## config.mk

```make
export PLATFORM = sky130hd
export DESIGN_NAME = adc_pattern_gen
export DESIGN_NICKNAME = d
export VERILOG_FILES = /design/src/rtl/adc_pattern_pkg.sv /design/src/rtl/adc_lfsr32.sv /design/src/rtl/adc_pattern_gen.sv
export SDC_FILE = /design/constraint.sdc
export NUM_CORES = 1
export LEC_CHECK = 0
export ABC_AREA = 1
export CAP_MARGIN = 20
export CORE_ASPECT_RATIO = 1.75
export CORE_MARGIN = 3
export CORE_UTILIZATION = 54
export DETAILED_ROUTE_END_ITERATION = 16
export GPL_TIMING_DRIVEN = 0
export HOLD_SLACK_MARGIN = 0.02
export PLACE_DENSITY = 0.77
export RECOVER_POWER = 25
export SLEW_MARGIN = 20
export SYNTH_ARGS = -nofsm -noshare
export SYNTH_HDL_FRONTEND = slang
export SYNTH_SLANG_ARGS = --single-unit
```

## constraint.sdc

```tcl
create_clock -name i_125clk -period 6.3 [get_ports i_125clk]
set_clock_uncertainty 0.15 [all_clocks]
set_input_delay 0.945 -clock i_125clk [delete_from_list [all_inputs] [get_ports i_125clk]]
set_output_delay 0.945 -clock i_125clk [all_outputs]
set_load 0.02 [all_outputs]
```

## src/rtl/adc_pattern_pkg.sv

```systemverilog
// Shared types and constants for the synthetic ADC pattern generator.
package adc_pattern_pkg;

  typedef enum logic [1:0] {
    MODE_RAMP   = 2'd0,
    MODE_CONST  = 2'd1,
    MODE_PRBS   = 2'd2,
    MODE_TOGGLE = 2'd3
  } mode_e;

  typedef enum logic {
    StIdle = 1'b0,
    StRun  = 1'b1
  } state_e;

  // x^32 + x^22 + x^2 + x + 1, Galois form, right shift
  localparam logic [31:0] LFSR_MASK = 32'h8020_0003;
  localparam logic [31:0] LFSR_SEED = 32'h0000_0001;

  function automatic logic [31:0] lfsr_step(input logic [31:0] s);
    return s[0] ? ((s >> 1) ^ LFSR_MASK) : (s >> 1);
  endfunction

endpackage

```

## src/rtl/adc_lfsr32.sv

```systemverilog
// 32-bit Galois LFSR with synchronous reseed; reseed and advance together yield step(seed).
module adc_lfsr32
  import adc_pattern_pkg::*;
(
  input  logic        i_clk,
  input  logic        i_rst,
  input  logic        i_advance,
  input  logic        i_reseed,
  output logic [31:0] o_state
);

  logic [31:0] state_q, state_d;

  always_comb begin
    state_d = i_reseed ? LFSR_SEED : state_q;
    if (i_advance) begin
      state_d = lfsr_step(state_d);
    end
  end

  always_ff @(posedge i_clk or posedge i_rst) begin
    if (i_rst) begin
      state_q <= LFSR_SEED;
    end else begin
      state_q <= state_d;
    end
  end

  assign o_state = state_q;

endmodule

```

## src/rtl/adc_pattern_gen.sv

```systemverilog
// Multi-channel synthetic ADC source: one packed frame every DIV clocks, four patterns,
// single-stage valid/ready output with accepted-frame and dropped-frame counters.
module adc_pattern_gen
  import adc_pattern_pkg::*;
#(
  parameter int unsigned NUM_CH   = 4,
  parameter int unsigned SAMPLE_W = 16,
  parameter int unsigned DIV      = 4
) (
  input  logic                         i_125clk,
  input  logic                         i_rst,
  input  logic                         i_enable,
  input  logic [1:0]                   i_mode,
  input  logic [SAMPLE_W-1:0]          i_const,
  input  logic                         i_ready,
  output logic [NUM_CH*SAMPLE_W-1:0]   o_data,
  output logic                         o_valid,
  output logic [31:0]                  o_frame_cnt,
  output logic [15:0]                  o_drop_cnt
);

  localparam int unsigned DIV_W   = $clog2(DIV);
  localparam int unsigned FRAME_W = NUM_CH * SAMPLE_W;

  state_e               state_q, state_d;
  logic [DIV_W-1:0]     div_cnt_q, div_cnt_d;
  mode_e                mode_q, mode_d;
  logic [SAMPLE_W-1:0]  base_q, base_d;
  logic                 phase_q, phase_d;
  logic [FRAME_W-1:0]   data_q, data_d;
  logic                 valid_q, valid_d;
  logic [31:0]          frame_cnt_q, frame_cnt_d;
  logic [15:0]          drop_cnt_q, drop_cnt_d;

  logic                 tick;
  mode_e                mode_in;
  logic                 mode_chg;
  logic [SAMPLE_W-1:0]  base_eff;
  logic                 phase_eff;
  logic [31:0]          lfsr_state;
  logic [31:0]          lfsr_nxt;
  logic                 accept;
  logic [FRAME_W-1:0]   frame;

  assign tick     = (state_q == StRun) && (div_cnt_q == DIV_W'(DIV - 1));
  assign mode_in  = mode_e'(i_mode);
  assign mode_chg = tick && (mode_in != mode_q);
  assign accept   = valid_q && i_ready;

  // A mode switch re-seeds the pattern state before the new frame is formed.
  assign base_eff  = mode_chg ? '0 : base_q;
  assign phase_eff = mode_chg ? 1'b0 : phase_q;
  assign lfsr_nxt  = lfsr_step(mode_chg ? LFSR_SEED : lfsr_state);

  adc_lfsr32 u_lfsr (
    .i_clk     (i_125clk),
    .i_rst     (i_rst),
    .i_advance (tick && (mode_in == MODE_PRBS)),
    .i_reseed  (mode_chg),
    .o_state   (lfsr_state)
  );

  for (genvar k = 0; k < NUM_CH; k++) begin : g_ch
    localparam logic [SAMPLE_W-1:0] K = SAMPLE_W'(k);
    logic [SAMPLE_W-1:0] sample;

    always_comb begin
      sample = '0;
      unique case (mode_in)
        MODE_RAMP:   sample = base_eff + K;
        MODE_CONST:  sample = i_const;
        MODE_PRBS:   sample = lfsr_nxt[SAMPLE_W-1:0] ^ K;
        MODE_TOGGLE: sample = {SAMPLE_W{phase_eff ^ K[0]}};
        default:     sample = '0;
      endcase
    end

    assign frame[k*SAMPLE_W +: SAMPLE_W] = sample;
  end

  always_comb begin
    state_d     = state_q;
    div_cnt_d   = div_cnt_q;
    mode_d      = mode_q;
    base_d      = base_q;
    phase_d     = phase_q;
    data_d      = data_q;
    valid_d     = valid_q;
    frame_cnt_d = frame_cnt_q;
    drop_cnt_d  = drop_cnt_q;

    unique case (state_q)
      StIdle: begin
        if (i_enable) begin
          state_d = StRun;
        end
      end
      StRun: begin
        if (!i_enable) begin
          state_d   = StIdle;
          div_cnt_d = '0;
        end else begin
          div_cnt_d = tick ? '0 : div_cnt_q + DIV_W'(1);
        end
      end
      default: state_d = StIdle;
    endcase

    // Pattern state advances on every tick, dropped or not.
    if (tick) begin
      mode_d  = mode_in;
      base_d  = (mode_in == MODE_RAMP) ? base_eff + SAMPLE_W'(1) : base_eff;
      phase_d = (mode_in == MODE_TOGGLE) ? ~phase_eff : phase_eff;
    end

    if (accept) begin
      frame_cnt_d = frame_cnt_q + 32'd1;
    end

    if (tick) begin
      if (!valid_q || i_ready) begin
        data_d  = frame;
        valid_d = 1'b1;
      end else if (drop_cnt_q != 16'hFFFF) begin
        drop_cnt_d = drop_cnt_q + 16'd1;
      end
    end else if (accept) begin
      valid_d = 1'b0;
    end
  end

  always_ff @(posedge i_125clk or posedge i_rst) begin
    if (i_rst) begin
      state_q     <= StIdle;
      div_cnt_q   <= '0;
      mode_q      <= MODE_RAMP;
      base_q      <= '0;
      phase_q     <= 1'b0;
      data_q      <= '0;
      valid_q     <= 1'b0;
      frame_cnt_q <= '0;
      drop_cnt_q  <= '0;
    end else begin
      state_q     <= state_d;
      div_cnt_q   <= div_cnt_d;
      mode_q      <= mode_d;
      base_q      <= base_d;
      phase_q     <= phase_d;
      data_q      <= data_d;
      valid_q     <= valid_d;
      frame_cnt_q <= frame_cnt_d;
      drop_cnt_q  <= drop_cnt_d;
    end
  end

  assign o_data      = data_q;
  assign o_valid     = valid_q;
  assign o_frame_cnt = frame_cnt_q;
  assign o_drop_cnt  = drop_cnt_q;

endmodule

```

==> results_dict.tcl <==
set metrics [dict create \
    switchingPower_w 0.00177 \
    power_w 0.00438 \
    setup_tns_ns 0 \
    syn_area_per_cell_um2 8.08 \
    drive_gt1_share_pct 7.11 \
    grt_overflow_total 0 \
    r2r_cells 15 \
    r2r_end "o_data[40]" \
    area_delta_synth_final_pct 25.5 \
    root_buffer "clkbuf_16" \
    grt_pass1_wl_mm 44.1 \
    fp.dieH_um 172 \
    worstSetupPathType "input pin to register" \
    nets 1240 \
    r2r-start "div_cnt_q[1]" \
    dr.pass1.iters 5 \
    via_per_inst 5.85 \
    grt_max_degree 91 \
    finalMaxSlewViolations 76 \
    grt_pass1_vias 8343 \
    period_minus_slack_ns 4.29 \
    vias 8253 \
    wl_per_cell_um 20.3 \
    drc 0 \
    ant_nets 0 \
    synth_cell_types 40 \
    place_congestion 1.02 \
    grtUsageTotal_pct 33.4 \
    hold_viol 0 \
    hold_end "o_data[44]" \
    worstPathArrival_ns 4.44 \
    rsz0062_at_grt "false" \
    slew-limit-headroom_pct -133 \
    power-per-cell-area_nw_per_um2 408 \
    combPwrFrac_pct 39.6 \
    crit_path_max_fanout 10 \
    dieWidth_um 101 \
    cts_resized 0 \
    p_sw_share_pct 40.5 \
    ios 135 \
    internal_power_w 0.00261 \
    clkTransAtPathRegs_ns 0.08 \
    hold_ws_ns 0.351 \
    wl_mm 28.6 \
    fin_crit_sh_pct 68.0 \
    core_area_um2 15500 \
    cp-end-kind "register" \
    status "complete, but fails checks" \
    portBuffers 134 \
    synth_top_family_by_area "simple AND/OR/NAND/NOR gates" \
    dieArea_um2 17400 \
    yosys_most_used_dff "dfrtp_1" \
    syn_nets 1086 \
    clk_latency_ns 0.44 \
    synth_compound_area_share_pct 11.6 \
    cts_buffers 17 \
    start_util_pct 55.3 \
    cap_violations 1 \
    clockBufferDepth 2 \
    holdCritPathClass "register to register" \
    synth_fa_ha_area_share_pct 1.03 \
    peakVddDrop_uv 254 \
    ys_async_sr_fraction_pct 100 \
    std_cell_rows 60 \
    synthCells 1057 \
    h-tree-depth 4 \
    crit_required_ns 6.45 \
    final_common_cell "nand2_1" \
    hold_path_depth 2 \
    diodes 0 \
    synthXorXnorAreaFrac_pct 4.82 \
    worst_pin_slew_ns 3.48 \
    max_freq_mhz 233 \
    violations "max-capacitance violations, max-slew violations" \
    synthMuxAreaShare_pct 0 \
    antenna_found_initial 0 \
    clkPwrFrac_pct 23.8 \
    cp-start-kind "input pin" \
    p_leak_nw 4.96 \
    slowest_stage "clkdlybuf4s50_1" \
    drt_first_iter_violations 537 \
    post-cts-setup-buffers 0 \
    cts_hold_buffers 0 \
    pwr-share-seq_pct 36.5 \
    synth_warnings 0 \
    reg2reg_slack_ns 2.29 \
    dp_hpwl_mm 21.6 \
    netlist_area_um2 8540 \
    ys_ff_latch 165 \
    final_cell_mix "nand2_1, dfrtp_1, clkdlybuf4s50_1, nand3_1, nor2_1" \
    cpPeakStageDelay_ns 0.57 \
    cts_tree "done" \
    clock_sinks 165 \
    min_from "o_data[44]" \
    synth_simple_gate_area_share_pct 27.9 \
    synth-edff-count 0 \
    finalSetupViolations 0 \
    crit_chain "clkdlybuf4s50_1 > inv_1 > nand2_1 > nand2_1 > nand2_2 > nand2_4 > buf_6 > buf_2 > buf_2 > nand2_1 > inv_1 > ha_1 > inv_1 > buf_1 > nand3_1 > a21oi_1 > a31oi_1" \
    synth-seq-area-share_pct 48.3 \
]
cells in the mapped netlist (2+ instances only):
master	number	area share (%)
nor4_1	5	0.37
buf_2	7	0.41
a22oi_1	3	0.26
inv_2	7	0.31
nand3_1	129	7.6
a31oi_1	9	0.66
o21ai_1	8	0.47
nand2_1	184	8.1
inv_1	79	3.5
nor3b_1	2	0.18
nor2_2	14	1.0
nand3_4	3	0.62
o21ai_0	66	3.9
nand2_2	4	0.29
nand3_2	7	0.82
xnor2_1	21	2.2
clkbuf_1	29	1.3
buf_4	2	0.18
nand4_1	22	1.6
nor2_4	3	0.40
ha_1	7	1.0
xor2_1	26	2.7
dfrtp_1	164	48
nor2_1	126	5.5
a21oi_1	98	5.7
buf_1	4	0.18
o22ai_1	3	0.22
o211ai_1	2	0.18
nor3_1	11	0.64
buf_6	2	0.26
sequential cells by signal, indices dropped and copies added (netlist names):
name and count:
base_q 16, div_cnt_q 2, mode_q 2, o_data 62, o_drop_cnt 16, o_frame_cnt 32
o_valid 1, phase_q 1, state_q 1, u_lfsr.o_state 32
power by group through the flow:
stage / registers (W) / logic, W / clock network (W)
floorplan: 0.00184 / 0.000727 / 0
global placement: 0.00161 / 0.00170 / 0
detailed placement: 0.00161 / 0.00172 / 0
CTS: 0.00160 / 0.00173 / 0.00105
global route: 0.00163 / 0.00189 / 0.00108
finish: 0.00160 / 0.00174 / 0.00104
stage by stage:
step / cell area, um2 / util [%] / std cells / setup WS (ns)
after floorplan: 8540 / - / 1057 / 0.745
after global placement: 10100 / 65.4 / 1377 / -1.48
after detailed placement: 10200 / 65.7 / 1378 / 1.65
after CTS: 10700 / 69.4 / 1410 / 2.09
after global routing: 10700 / 69.3 / 1410 / 1.93
final: 10700 / 69.3 / 1410 / 2.01
cells by family after synthesis:
| logic type | after synthesis |
|---|---|
| simple gates | 516 |
| compound gates | 191 |
| flops | 165 |
| buf+inv | 131 |
| xor+xnor | 47 |
| fa+ha+maj | 7 |
area by class of cell:
class,count,area [um2]
Fill cell,1303,4740
Clock inverter,13,131
Sequential cell,165,4130
Timing Repair Buffer,135,1370
Tap cell,186,233
Buffer,45,216
Inverter,86,324
Multi-Input combinational cell,761,3870
Clock buffer,19,453
critical path, delay by kind of cell:
kind / cells / cell delay (ns)
buffers and inverters: 8 / 1.94
and+or+nand+nor: 6 / 0.70
AOI/OAI and AO/OA: 2 / 0.65
adders and majority gates: 1 / 0.20
how the worst max path moves through the flow:
stage / depth (start not counted) / to / start
6_report: 17 / o_data[40] / i_mode[0]
5_1_grt: 17 / o_data[40] / i_mode[0]
4_1_cts: 17 / o_data[40] / i_mode[0]
3_5_place_dp: 17 / o_data[40] / i_mode[0]
3_3_place_gp: 2 / o_drop_cnt[9] / i_rst
2_1_floorplan: 1 / base_q[0] / i_rst
per-layer routing:
layer  vias up  GRT usage (%)  part of all wire (%)
li1       3821              -                     -
met1      3916           35.2                    34
met2       387           57.8                    51
met3       129           5.33                   5.9
met4         0           26.6                   9.2
met5         -              0                     0
(Power assumes the default switching activity.)
